==> src/rtl/zigbee_tx_pkg.sv <==
// rtl/zigbee_tx_pkg.sv - shared constants and types for the 802.15.4 O-QPSK transmitter
package zigbee_tx_pkg;

   localparam int SAMPLES_PER_CHIP = 5;

   // MSB of each word is chip c0
   localparam logic [31:0] CHIP_SEQ [16] = '{
      32'hD9C3522E, 32'hED9C3522, 32'h2ED9C352, 32'h22ED9C35,
      32'h522ED9C3, 32'h3522ED9C, 32'hC3522ED9, 32'h9C3522ED,
      32'h8C96077B, 32'hB8C96077, 32'h7B8C9607, 32'h77B8C960,
      32'h077B8C96, 32'h6077B8C9, 32'h96077B8C, 32'hC96077B8
   };

   localparam logic signed [3:0] HALF_SINE [10] = '{
      4'sd1, 4'sd3, 4'sd5, 4'sd6, 4'sd7, 4'sd7, 4'sd6, 4'sd5, 4'sd3, 4'sd1
   };

   typedef enum logic [2:0] {
      ST_IDLE,
      ST_PRE,
      ST_SFD,
      ST_PAYLOAD,
      ST_TAIL
   } tx_state_t;

   function automatic logic signed [3:0] shape(input logic chip, input logic [3:0] idx);
      return chip ? HALF_SINE[idx] : -HALF_SINE[idx];
   endfunction

endpackage

==> src/rtl/oqpsk_pulse_shaper.sv <==
// rtl/oqpsk_pulse_shaper.sv - half-sine O-QPSK shaper: chip/sample counters and registered I/Q
module oqpsk_pulse_shaper
   import zigbee_tx_pkg::*;
(
   input  logic              i_clk,
   input  logic              i_rst_n,
   input  logic              i_stb,
   input  logic              i_run,
   input  logic              i_tail,
   input  logic [31:0]       i_chips,
   output logic              o_sym_end,
   output logic              o_tail_end,
   output logic signed [3:0] o_i,
   output logic signed [3:0] o_q
);

   logic [2:0]        samp;
   logic [4:0]        chip;
   logic              prev_q;
   logic              prev_valid;
   logic              active;
   logic              samp_wrap;
   logic              cur_chip;
   logic              i_chip;
   logic [3:0]        i_idx;
   logic signed [3:0] i_next;
   logic signed [3:0] q_next;

   assign active     = i_run || i_tail;
   assign samp_wrap  = (samp == 3'(SAMPLES_PER_CHIP - 1));
   assign o_sym_end  = i_stb && i_run && samp_wrap && (chip == 5'd31);
   assign o_tail_end = i_stb && i_tail && samp_wrap;

   always_comb begin
      cur_chip = i_chips[5'd31 - chip];
      i_chip   = i_chips[5'd31 - {chip[4:1], 1'b0}];
      i_idx    = chip[0] ? ({1'b0, samp} + 4'd5) : {1'b0, samp};
      i_next   = i_run ? shape(i_chip, i_idx) : 4'sd0;
      // Q lags by half a pulse: even chips finish the previous odd chip's pulse
      if (!active)
         q_next = 4'sd0;
      else if (chip[0] && i_run)
         q_next = shape(cur_chip, {1'b0, samp});
      else if (prev_valid)
         q_next = shape(prev_q, {1'b0, samp} + 4'd5);
      else
         q_next = 4'sd0;
   end

   always_ff @(posedge i_clk) begin
      if (!i_rst_n) begin
         samp       <= '0;
         chip       <= '0;
         prev_q     <= 1'b0;
         prev_valid <= 1'b0;
         o_i        <= '0;
         o_q        <= '0;
      end else begin
         if (i_stb) begin
            o_i <= i_next;
            o_q <= q_next;
         end
         if (!active) begin
            samp       <= '0;
            chip       <= '0;
            prev_valid <= 1'b0;
         end else if (i_stb) begin
            if (samp_wrap) begin
               samp <= '0;
               chip <= chip + 5'd1;
            end else begin
               samp <= samp + 3'd1;
            end
            if (i_run && chip[0] && samp_wrap) begin
               prev_q     <= cur_chip;
               prev_valid <= 1'b1;
            end
         end
      end
   end

endmodule

==> src/rtl/zigbee_oqpsk_tx.sv <==
// rtl/zigbee_oqpsk_tx.sv - 802.15.4 O-QPSK transmitter: framing, byte holding register, DSSS spreading
module zigbee_oqpsk_tx
   import zigbee_tx_pkg::*;
#(
   parameter int         PREAMBLE_BYTES = 4,
   parameter logic [7:0] SFD_BYTE       = 8'hA7
)
(
   input  logic              i_clk,
   input  logic              i_rst_n,
   input  logic              i_dac_stb,
   input  logic [7:0]        i_data,
   input  logic              i_valid,
   input  logic              i_last,
   output logic              o_ready,
   output logic signed [3:0] o_I_bb,
   output logic signed [3:0] o_Q_bb,
   output logic              o_busy,
   output logic              o_done,
   output logic              o_underrun
);

   tx_state_t  state, state_nx;
   logic [7:0] hold_data;
   logic       hold_valid;
   logic       hold_last;
   logic       last_seen;
   logic [7:0] cur_byte;
   logic       cur_last;
   logic       nib_hi;
   logic [7:0] pre_cnt;
   logic       pre_done;
   logic       run;
   logic       tail;
   logic       sym_end;
   logic       byte_end;
   logic       tail_end;
   logic       take;
   logic       done_nx;
   logic       underrun_nx;
   logic [3:0] nibble;

   assign run      = (state == ST_PRE) || (state == ST_SFD) || (state == ST_PAYLOAD);
   assign tail     = (state == ST_TAIL);
   assign o_busy   = (state != ST_IDLE);
   assign o_ready  = o_busy && !hold_valid && !last_seen;
   assign nibble   = nib_hi ? cur_byte[7:4] : cur_byte[3:0];
   assign byte_end = sym_end && nib_hi;
   assign pre_done = (pre_cnt == 8'(PREAMBLE_BYTES - 1));

   oqpsk_pulse_shaper u_shaper (
      .i_clk      (i_clk),
      .i_rst_n    (i_rst_n),
      .i_stb      (i_dac_stb),
      .i_run      (run),
      .i_tail     (tail),
      .i_chips    (CHIP_SEQ[nibble]),
      .o_sym_end  (sym_end),
      .o_tail_end (tail_end),
      .o_i        (o_I_bb),
      .o_q        (o_Q_bb)
   );

   always_comb begin
      state_nx    = state;
      take        = 1'b0;
      done_nx     = 1'b0;
      underrun_nx = 1'b0;
      case (state)
         ST_IDLE:    if (i_valid) state_nx = ST_PRE;
         ST_PRE:     if (byte_end && pre_done) state_nx = ST_SFD;
         ST_SFD, ST_PAYLOAD: begin
            if (byte_end) begin
               if (state == ST_PAYLOAD && cur_last) begin
                  state_nx = ST_TAIL;
               end else if (hold_valid) begin
                  take     = 1'b1;
                  state_nx = ST_PAYLOAD;
               end else begin
                  underrun_nx = 1'b1;
                  state_nx    = ST_TAIL;
               end
            end
         end
         ST_TAIL: begin
            if (tail_end) begin
               done_nx  = 1'b1;
               state_nx = ST_IDLE;
            end
         end
         default:    state_nx = ST_IDLE;
      endcase
   end

   always_ff @(posedge i_clk) begin
      if (!i_rst_n) begin
         state      <= ST_IDLE;
         hold_data  <= '0;
         hold_valid <= 1'b0;
         hold_last  <= 1'b0;
         last_seen  <= 1'b0;
         cur_byte   <= '0;
         cur_last   <= 1'b0;
         nib_hi     <= 1'b0;
         pre_cnt    <= '0;
         o_done     <= 1'b0;
         o_underrun <= 1'b0;
      end else begin
         state      <= state_nx;
         o_done     <= done_nx;
         o_underrun <= underrun_nx;
         if (state == ST_IDLE) begin
            hold_valid <= 1'b0;
            last_seen  <= 1'b0;
            cur_byte   <= '0;
            cur_last   <= 1'b0;
            nib_hi     <= 1'b0;
            pre_cnt    <= '0;
         end else begin
            if (sym_end)
               nib_hi <= !nib_hi;
            // preamble bytes are zero, so cur_byte only changes when the SFD is due
            if (byte_end && state == ST_PRE) begin
               if (pre_done)
                  cur_byte <= SFD_BYTE;
               else
                  pre_cnt <= pre_cnt + 8'd1;
            end
            if (take) begin
               cur_byte   <= hold_data;
               cur_last   <= hold_last;
               hold_valid <= 1'b0;
            end
            if (i_valid && o_ready) begin
               hold_data  <= i_data;
               hold_last  <= i_last;
               hold_valid <= 1'b1;
               last_seen  <= i_last;
            end
         end
      end
   end

endmodule

==> config.mk <==
export PLATFORM = sky130hd
export DESIGN_NAME = zigbee_oqpsk_tx
export DESIGN_NICKNAME = d
export VERILOG_FILES = /design/src/rtl/zigbee_tx_pkg.sv /design/src/rtl/oqpsk_pulse_shaper.sv /design/src/rtl/zigbee_oqpsk_tx.sv
export SDC_FILE = /design/constraint.sdc
export NUM_CORES = 1
export LEC_CHECK = 0
export ABC_AREA = 1
export ABC_CLOCK_PERIOD_IN_PS = 5930
export CAP_MARGIN = 20
export CORE_ASPECT_RATIO = 1.1
export CORE_UTILIZATION = 64
export DETAILED_ROUTE_END_ITERATION = 10
export PLACE_DENSITY_LB_ADDON = 0.3
export SYNTH_ARGS = -nofsm -noshare
export SYNTH_HDL_FRONTEND = slang
export SYNTH_SLANG_ARGS = --single-unit
export TNS_END_PERCENT = 100
==> constraint.sdc <==
create_clock -name i_clk -period 5.93 [get_ports i_clk]
set_clock_uncertainty 0.1 [all_clocks]
set_input_delay 0.593 -clock i_clk [delete_from_list [all_inputs] [get_ports i_clk]]
set_output_delay 0.593 -clock i_clk [all_outputs]
set_load 0.03 [all_outputs]
==> results by group, run 1 <==
Run status
  – Status: complete, no violations

Routing
  – Initial drt markers: 298
  – Via density: approximately 5.8
  – DRC viols: 0
  – Via Count: 3,698
  – Post-DRT Antenna Nets: 0
  – DR pass1 iterations: 5
  – WL final: about 9 mm
  – Wirelength per Cell: 13.8 um

STA
  – Normalized max-slew margin: 35.6%
  – Fmax: 0.340 GHz
  – Setup slack after layout: 2.99 ns
  – Total negative slack: 0 ns
  – Measured slew at the worst slew-check pin: 0.959 ns
  – Final hold vios: 0
  – Setup violators final: 0
  – Setup repair after global routing missed its margin: no
  – Final Cycle Share: about half
  – Final Critical Period: 2.94 ns
  – Fin. max-slew vios: 0

Synth
  – Yosys reg bits: 52
  – Sequential share of the synthesized area: 29.5%
  – Synthesized Nets: 584
  – Syn Area/Cell: roughly 6.4 um2
  – YS warnings: 0
  – Cell Area, Synth: 3530 um2
  – Distinct cells, synth: 38
  – Synth Instances: 552

Setup path
  – Cell repeated most along the worst path: nand3_1
  – Max stage delay cell, worst path: o21ai_1
  – Crit-path max cell delay: 0.81 ns
  – FF-to-FF path depth: 13
  – Arr. time, crit path: a little over 3 ns
  – Critical path required time: 6.07 ns
  – CP Launch Type: register
  – CP bufs+invs: 1
  – Cell chain of the critical path: o21ai_1, inv_2, nand3_1, nand3_1, a21oi_1, nand2_1, nand3_1, nand3_1, nand2_2, nand2_1, nand3_1, nand3_1, a21oi_1
  – Worst-path maximum fanout: 11
  – Crit Path Class: register to register
  – Top delay family on crit path: compound AO/OA/AOI/OAI gates
  – Crit. End Element: register
  – CP Depth: 13
  – Flop2flop setup slack: 2.99 ns

Clocking
  – Maximum clock path buffer count: 2
  – TritonCTS clock tree: built
  – Post-CTS Setup Bufs: 0
  – TritonCTS buffer count: 5
  – Clock root buffer: clkbuf_8
  – H-Tree Depth: 2
  – Worst-Skew Late Latency: 0.31 ns
  – Clk sink count: between 50 and 60
  – Post-CTS Hold Fix Bufs: 0
  – Clk slew on worst S/H paths: 0.10 ns
  – Post-CTS sizing: 0

Layout
  – Fin cells: ~640
  – Final nets: 598
  – # diodes: 0
  – Most common cell after layout, fill and taps aside: nand2_1
  – P&R area growth vs syn: 9.28%
  – Commonest cells after routing, fill and taps aside: nand2_1, nand3_1, inv_1
  – Layout cells sized above 1: 6.17%

Placed design
  – Dpl cells: approximately 630
  – Post-Place Setup Slack: 2.91 ns
  – Port Buffers: 24
  – Post-DP HPWL: 6.60 mm
  – Placer Congestion: 0.966

Floorplan
  – Die area: a little under 6000 um2
  – Rows: 28
  – Core box area: ~5400 um2
  – Die H: 79.9 um
  – Die X-Extent: 72.8 um
  – Starting density of the core: 65.9%
  – Io pins: 25

Power and ir drop
  – Power Density: 247 nW/um2
  – Peak supply drop: 0.000193 V
  – Leak: 1.54 nW
  – Final Total Pwr: 0.952 mW

Global routing
  – Total track usage: 31.2%
  – Total gr overflow: 0
  – Antenna violations before repair: 0
  – Largest net degree at the start of global routing: 21
  – Vias in the first global route: between 3,000 and 4,000
  – First-pass GRT wire length: 14.3 mm

Hold path
  – Worst Hold Class: register to register
  – Min-Delay Path Depth: 2

Flow run
  – MaxCap Viol Count: 0
[state kept, by name (all words and copies together), names as in the netlist, 3 cells and up]
signal	flops
cur_byte	8
state	3
u_shaper.o_q	4
u_shaper.o_i	4
hold_data	8
u_shaper.samp	3
pre_cnt	8
u_shaper.chip	5
[synthesized netlist by cell type]
library cell / n / area, um2
nand3_1: 78 / 390
nor2_4: 1 / 11.3
nor2_1: 43 / 161
a211oi_1: 1 / 7.51
a221oi_1: 4 / 35.0
o21ai_1: 1 / 5.00
inv_2: 1 / 3.75
nand4_1: 1 / 6.26
inv_1: 68 / 255
a21oi_2: 1 / 8.76
o211ai_1: 4 / 30.0
o2111ai_1: 2 / 17.5
ha_1: 19 / 238
xor2_1: 2 / 17.5
nor3b_2: 1 / 12.5
a31oi_1: 2 / 12.5
nor3b_1: 1 / 7.51
buf_2: 6 / 30.0
o21a_1: 1 / 7.51
nand2_1: 134 / 503
nand2_4: 4 / 45.0
xnor2_1: 1 / 8.76
o21ai_0: 25 / 125
nor2_2: 3 / 18.8
or2_1: 1 / 6.26
buf_1: 2 / 7.51
a22oi_1: 1 / 7.51
o31ai_1: 2 / 15.0
nand2_2: 15 / 93.8
dfxtp_1: 52 / 1040
buf_6: 3 / 33.8
clkbuf_1: 5 / 18.8
o311a_1: 1 / 10.0
a21oi_1: 55 / 275
nor4_1: 2 / 12.5
nor3_1: 7 / 35.0
buf_4: 1 / 7.51
inv_8: 1 / 11.3
[routing by layer]
metal  global-route usage, %  part of all wire [%]  vias up
li1                        -                     -     1840
met1                    40.4                    44     1690
met2                    52.9                    47      149
met3                    4.80                   7.0       19
met4                    9.80                   2.0        0
met5                       0                     0        -
[area by class of cell]
class	instances	area, um2
clock buffer	5	68.8
inverter	70	270
sequential	52	1040
multi-input combinational	413	2120
fill	470	1500
clock inverter	3	22.5
tap	75	93.8
timing repair buffer	24	240
[kinds of logic (layout without fill, tap and decap cells)]
logic type | after synthesis | in the layout | synth area share, %
AND/OR/NAND/NOR | 291 | 291 | 36.9
AO/OA/AOI/OAI | 100 | 100 | 15.8
buffers and inverters | 87 | 102 | 10.4
flip-flops | 52 | 52 | 29.5
adder cells (fa/ha/maj) | 19 | 19 | 6.73
XOR/XNOR | 3 | 3 | 0.744
[metrics by stage]
step / utilization, % / area [um2] / hold slack [ns]
CTS: 72.0 / 3860 / 0.358
finish: 72.0 / 3860 / 0.356
global placement: 70.3 / 3770 / 0.341
detailed placement: 70.3 / 3770 / 0.342
floorplan: - / 3530 / 0.330
global route: 72.0 / 3860 / 0.372
[power by group]
group | switching [mW] | total, mW | internal (mW)
logic | 0.237 | 0.344 | 0.106
clock network | 0.125 | 0.210 | 0.0849
registers | 0.0193 | 0.399 | 0.379
[final timing paths]
kind,start,to
worst min-delay path,last_seen,last_seen
worst max-delay path,nib_hi,u_shaper.o_q[1]
worst min register to register,last_seen,last_seen
worst max register to register,nib_hi,u_shaper.o_q[1]
[worst reg2reg max path, stage by stage (launching register included)]
cell and delay [ns]:
dfxtp_1 0.45, o21ai_1 0.81, inv_2 0.28, nand3_1 0.16, nand3_1 0.08, a21oi_1 0.18, nand2_1 0.08, nand3_1 0.08
nand3_1 0.15, nand2_2 0.14, nand2_1 0.06, nand3_1 0.07, nand3_1 0.09, a21oi_1 0.14
Power figures use the tool's default switching activity.
==> run 2, diff against run 1 <==
ABC_CLOCK_PERIOD_IN_PS = 3100   (was 5930)
CORE_UTILIZATION = 59   (was 64)
clock period = 3.1 ns   (was 5.93 ns; I/O delays follow)
==> run 2 against run 1 <==
Combinational power up 100%. Critical endpoint is now u_shaper.o_q[2]. Fmax grew 8.2%. Hold slack better by 0.0031 ns. Non-clock buffer count grew 9.
==> results by group, run 2 (synthesis gave the netlist of run 1 again) <==
STA
  – Normalized max-slew margin: 65.1%
  – Total negative slack: 0 ns
  – Worst Hold Margin: 0.360 ns
  – Fmax: 0.368 GHz
  – Fin. max-slew vios: 0
  – Setup violators final: 0
  – Final Cycle Share: 87.6%
  – Measured slew at the worst slew-check pin: between 0.5 and 0.6 ns
  – Final Critical Period: 2.71 ns
  – Final hold vios: 0
  – Setup repair after global routing missed its margin: no

Power and ir drop
  – Sw Share: 36.4%
  – Int Pwr: 1.27 mW
  – Clk pwr share: 27.2%
  – Sw power: 0.724 mW
  – Combinational Power Share: a little over a third
  – Leak: 1.60 nW
  – Peak supply drop: just under 0.0006 V
  – Seq pwr share: a little under two fifths
  – Power Density: about 500 nW/um2

Clocking
  – H-Tree Depth: 2
  – Post-CTS Hold Fix Bufs: 0
  – Clk sink count: between 50 and 60
  – TritonCTS buffer count: 5
  – Clock root buffer: clkbuf_8
  – Post-CTS sizing: 0
  – Worst-Skew Late Latency: 0.31 ns
  – Post-CTS Setup Bufs: 0
  – Clk slew on worst S/H paths: around 0.090 ns
  – TritonCTS clock tree: built
  – Maximum clock path buffer count: 2

Setup path
  – FF-to-FF path depth: 17
  – CP Launch Type: register
  – Flop2flop setup slack: slightly below 0.4 ns
  – Worst-path maximum fanout: 9
  – Worst r2r dst: u_shaper.o_q[2]
  – Critical path required time: 3.24 ns
  – Crit path launch: nib_hi
  – Crit Path Class: register to register
  – Crit. End Element: register
  – R2r startpoint: nib_hi
  – Arr. time, crit path: 2.86 ns

Layout
  – FILL cells: just over 500
  – Final nets: 607
  – Final Util: between 60 and 70%
  – P&R area growth vs syn: 12.3%
  – Commonest cells after routing, fill and taps aside: nand2_1, nand3_1, inv_1
  – Most common cell after layout, fill and taps aside: nand2_1
  – Layout cells sized above 1: 7.48%
  – # diodes: 0
  – Largest regs: cur_byte x8, hold_data x8, pre_cnt x8
  – Fin cells: around 650
  – Final Instance Area: 3970 um2

Routing
  – Via Count: ~3,800
  – DR pass1 iterations: 5
  – WL final: around 9.0 mm
  – Via density: between 5 and 6
  – Wirelength per Cell: 13.8 um
  – DRC viols: 0
  – Initial drt markers: just over 300
  – Post-DRT Antenna Nets: 0

Global routing
  – Total gr overflow: 0
  – Antenna violations before repair: 0
  – Largest net degree at the start of global routing: 20
  – Total track usage: a little under a third
  – First-pass GRT wire length: 15.2 mm
  – Vias in the first global route: approximately 3,500

Hold path
  – Min-Delay Path Depth: 2
  – Hold EP: hold_data[5]
  – Worst Hold Class: register to register
  – Hold path startpoint: hold_data[5]

Placed design
  – Post-DP HPWL: about 6.8 mm
  – Port Buffers: 24
  – Placed cell areas: about 3800 um2
  – Placer Congestion: 1.01
  – Dpl cells: 645

Floorplan
  – Die H: 83.2 um
  – Rows: 29
  – Core box area: 5770 um2
  – Starting density of the core: 61.2%
  – Die X-Extent: ~76 um
  – Die area: 6300 um2
  – Io pins: 25

Run status
  – Status: complete, no violations

Flow run
  – MaxCap Viol Count: 0
[run 2: cell count changes in the layout (fill, tap and decap cells not counted)]
| cell | before | now |
|---|---|---|
| clkinv_2 | 1 | 0 |
| inv_6 | 1 | 0 |
| buf_4 | 0 | 9 |
| clkinv_4 | 1 | 0 |
| bufinv_16 | 0 | 2 |
[run 2: per-stage QoR]
step                power (mW)  worst slack [ns]
floorplan                 1.24             0.841
global placement          1.43             0.453
detailed placement        1.45             0.438
CTS                       1.99             0.417
global route              2.11            0.0593
finish                    1.99             0.385
[run 2: power by group through the flow]
| stage | clock (mW) | sequential (mW) | combinational (mW) |
|---|---|---|---|
| 2_1_floorplan | 0 | 0.774 | 0.470 |
| 4_1_cts | 0.546 | 0.759 | 0.681 |
| 5_1_grt | 0.575 | 0.767 | 0.769 |
| 3_3_place_gp | 0 | 0.772 | 0.659 |
| 3_5_place_dp | 0 | 0.774 | 0.672 |
| 6_report | 0.541 | 0.760 | 0.690 |
[run 2: area by class of cell]
class	instances	area, um2	area share, %
Multi-Input combinational cell	413	2120	53.5
Sequential cell	52	1040	26.2
Timing Repair Buffer	33	308	7.76
Inverter	70	270	6.81
Tap cell	77	96.3	2.43
Clock buffer	5	68.8	1.73
Clock inverter	2	60.1	1.51
[run 2: metal layers]
layer / share of wire (%) / global-route usage [%]
met5: 0 / 0
met4: 2.8 / 11.4
met3: 7.3 / 5.70
met2: 48 / 49.4
met1: 42 / 38.3
[run 2: worst max-delay path by stage]
stage / to / slack (ns) / cells after the start
floorplan: hold_last / 0.84 / 8
detailed placement: pre_cnt[6] / 0.44 / 11
global route: u_shaper.o_q[2] / 0.06 / 19
global placement: cur_last / 0.45 / 10
CTS: u_shaper.o_q[2] / 0.42 / 17
finish: u_shaper.o_q[2] / 0.39 / 17
[run 2: critical path, cell delays in order, from the launching register on]
cell and delay [ns]:
dfxtp_1 0.60, inv_8 0.09, nand2_1 0.08, nand2_1 0.15
ha_1 0.37, inv_1 0.09, nand2_1 0.09, nand3_1 0.10
nand3_1 0.06, a21oi_1 0.12, nand2_1 0.08, nand3_1 0.09
nand3_1 0.12, nand2_2 0.11, nand2_1 0.05, nand3_1 0.08
nand3_1 0.11, a21oi_1 0.15
==> run 3, diff against run 2 <==
REMOVE_ABC_BUFFERS = 1   (was unset)
==> run 3 against run 2 <==
Clock-buffer cell count rose by 1. Highest routed layer unchanged. Total power fell by 7.0%. Cell count down 0.15%. Hold slack got worse by 0.0023 ns. Critical path depth is 1 higher. Via count shrank 3.3%. Global-route usage fell by 1.5 points. Combinational power is 2% lower. Worst setup slack better by 0.015 ns. Core utilization shrank 0.82 points. First-iteration DRC count increased by 46%. Sequential share of layout area grew 0.32 points. Largest cell class unchanged.
==> results by group, run 3 (synthesis gave the netlist of run 1 again) <==
STA
  – Final hold vios: 0
  – Total negative slack: 0 ns
  – Measured slew at the worst slew-check pin: 0.522 ns
  – Normalized max-slew margin: roughly 65%
  – Fmax: 0.370 GHz
  – Fin. max-slew vios: 0
  – Final Critical Period: around 2.7 ns
  – Worst Hold Margin: ~0.36 ns
  – Setup violators final: 0
  – Final Cycle Share: 87.1%
  – Setup repair after global routing missed its margin: no

Flow run
  – MaxCap Viol Count: 0

Routing
  – Post-DRT Antenna Nets: 0
  – DRC viols: 0
  – WL final: 8.48 mm
  – Initial drt markers: 440
  – Wirelength per Cell: 13.0 um
  – Via density: 5.68
  – Via Count: 3,696
  – DR pass1 iterations: 5

Floorplan
  – Starting density of the core: between 60 and 70%
  – Die H: 83.2 um
  – Io pins: 25
  – Die area: between 6000 and 7000 um2
  – Core box area: 5770 um2
  – Rows: 29
  – Die X-Extent: 75.8 um

Layout
  – Largest regs: cur_byte x8, hold_data x8, pre_cnt x8
  – Reg area: between 1000 and 1500 um2
  – # diodes: 0
  – Most common cell after layout, fill and taps aside: nand2_1
  – P&R area growth vs syn: 11.0%
  – Final Instance Area: ~4000 um2
  – FILL cells: 507
  – Final nets: 605
  – Commonest cells after routing, fill and taps aside: nand2_1, nand3_1, inv_1
  – Layout cells sized above 1: 7.32%
  – Area of the multi-input gates: about 2100 um2

Setup path
  – FF-to-FF path depth: 18
  – Flop2flop setup slack: 0.40 ns
  – Crit-path max cell delay: roughly 0.60 ns
  – Cell repeated most along the worst path: nand2_1
  – CP Depth: 18
  – Arr. time, crit path: 2.85 ns
  – R2r startpoint: nib_hi
  – CP Launch Type: register
  – Cell chain of the critical path: inv_8, nand2_1, nand2_1, ha_1, nand3_1, nand3_1, nand2_1, nand2_1, nand2_1, nand2_1, nand3_1, nand2_1, nand3_1, nand2_2, nand2_1, nand3_1, nand3_1, a21oi_1
  – Critical path required time: 3.25 ns
  – Crit path launch: nib_hi
  – Worst-path maximum fanout: 9
  – Max stage delay cell, worst path: dfxtp_1
  – Crit. End Element: register
  – CP bufs+invs: 1
  – Worst r2r dst: u_shaper.o_q[1]
  – Crit path to: u_shaper.o_q[1]
  – Crit Path Class: register to register
  – Top delay family on crit path: simple AND/OR/NAND/NOR gates

Run status
  – Status: complete, no violations

Clocking
  – Maximum clock path buffer count: 2
  – H-Tree Depth: 2
  – Post-CTS Hold Fix Bufs: 0
  – Clk sink count: 52
  – Clock root buffer: clkbuf_8
  – Post-CTS sizing: 0
  – Worst-Skew Late Latency: roughly 0.31 ns
  – Clk slew on worst S/H paths: 0.11 ns
  – TritonCTS clock tree: built
  – TritonCTS buffer count: 5
  – Post-CTS Setup Bufs: 0

Power and ir drop
  – Combinational Power Share: 36.6%
  – Leak: 1.58 nW
  – Peak supply drop: roughly 0.00046 V
  – Seq pwr share: 41.0%
  – Sw power: 0.720 mW
  – Power Density: 472 nW/um2
  – Sw Share: roughly two fifths
  – Int Pwr: between 1 and 1.5 mW
  – Clk pwr share: 22.4%

Global routing
  – GRT Max-Usage Layer: met2
  – Total track usage: around 29%
  – Grt met1 use: between 30% and 40%
  – Total gr overflow: 0
  – Antenna violations before repair: 0
  – Met2 usage in global routing: roughly 48%
  – GR Layer Usage met3: 4.13%
  – Largest net degree at the start of global routing: 20
  – Vias in the first global route: between 3,000 and 4,000
  – First-pass GRT wire length: 14.6 mm

Hold path
  – Worst Hold Class: register to register
  – Min-Delay Path Depth: 2

Placed design
  – Post-DP HPWL: 6.24 mm
  – Placer Congestion: ~1
  – Placed cell areas: around 3800 um2
  – Port Buffers: 24
-- run 3: changes by cell type in the layout (fill, tap and decap cells not counted) --
| cell | before | now |
|---|---|---|
| clkinv_2 | 0 | 1 |
| clkbuf_8 | 5 | 6 |
| buf_4 | 9 | 7 |
| bufinv_16 | 2 | 0 |
| inv_6 | 0 | 1 |
-- run 3: cell type report --
| type | count | share of cell area [%] |
|---|---|---|
| clock buffers | 6 | 2.11 |
| clock inverters | 2 | 0.351 |
| inverters | 70 | 6.89 |
| multi-input cells | 413 | 54.2 |
| flip-flops and latches | 52 | 26.5 |
| well taps | 77 | 2.46 |
| repair buffers | 31 | 7.47 |
-- run 3: worst reg2reg max path, delay by kind of cell (launching register included) --
family,cells,cell delay [ns]
AO/OA/AOI/OAI,1,0.15
adder cells (fa/ha/maj),1,0.38
buffers and inverters,1,0.09
flip-flops,1,0.60
AND/OR/NAND/NOR,15,1.33
-- run 3: per-stage QoR --
step,setup WS (ns),cells,power [mW],utilization [%]
after floorplan,0.691,535,1.23,-
after global placement,0.484,643,1.42,66.3
after detailed placement,0.487,643,1.43,66.3
after CTS,0.425,651,1.84,68.0
after global routing,0.151,651,1.97,68.0
final,0.401,651,1.85,68.0
-- run 3: layer usage --
metal	share of wire [%]	vias to the layer above
met5	0	-
met1	44	1669
met3	5.0	26
met2	49	135
li1	-	1866
met4	2.2	0
-- run 3: worst min path at each step --
stage                            start            to  slack [ns]
after detailed placement     last_seen     last_seen        0.35
after floorplan           hold_data[0]  hold_data[0]        0.33
after CTS                    last_seen     last_seen        0.36
final                     hold_data[0]  hold_data[0]        0.36
after global placement    hold_data[2]  hold_data[2]        0.34
after global routing      hold_data[0]  hold_data[0]        0.37
-- run 3: power groups by stage --
| stage | clock (mW) | sequential, mW | combinational (mW) |
|---|---|---|---|
| after floorplan | 0 | 0.774 | 0.457 |
| after global placement | 0 | 0.771 | 0.650 |
| after detailed placement | 0 | 0.773 | 0.658 |
| after CTS | 0.417 | 0.758 | 0.667 |
| after global routing | 0.440 | 0.766 | 0.762 |
| final | 0.415 | 0.759 | 0.678 |
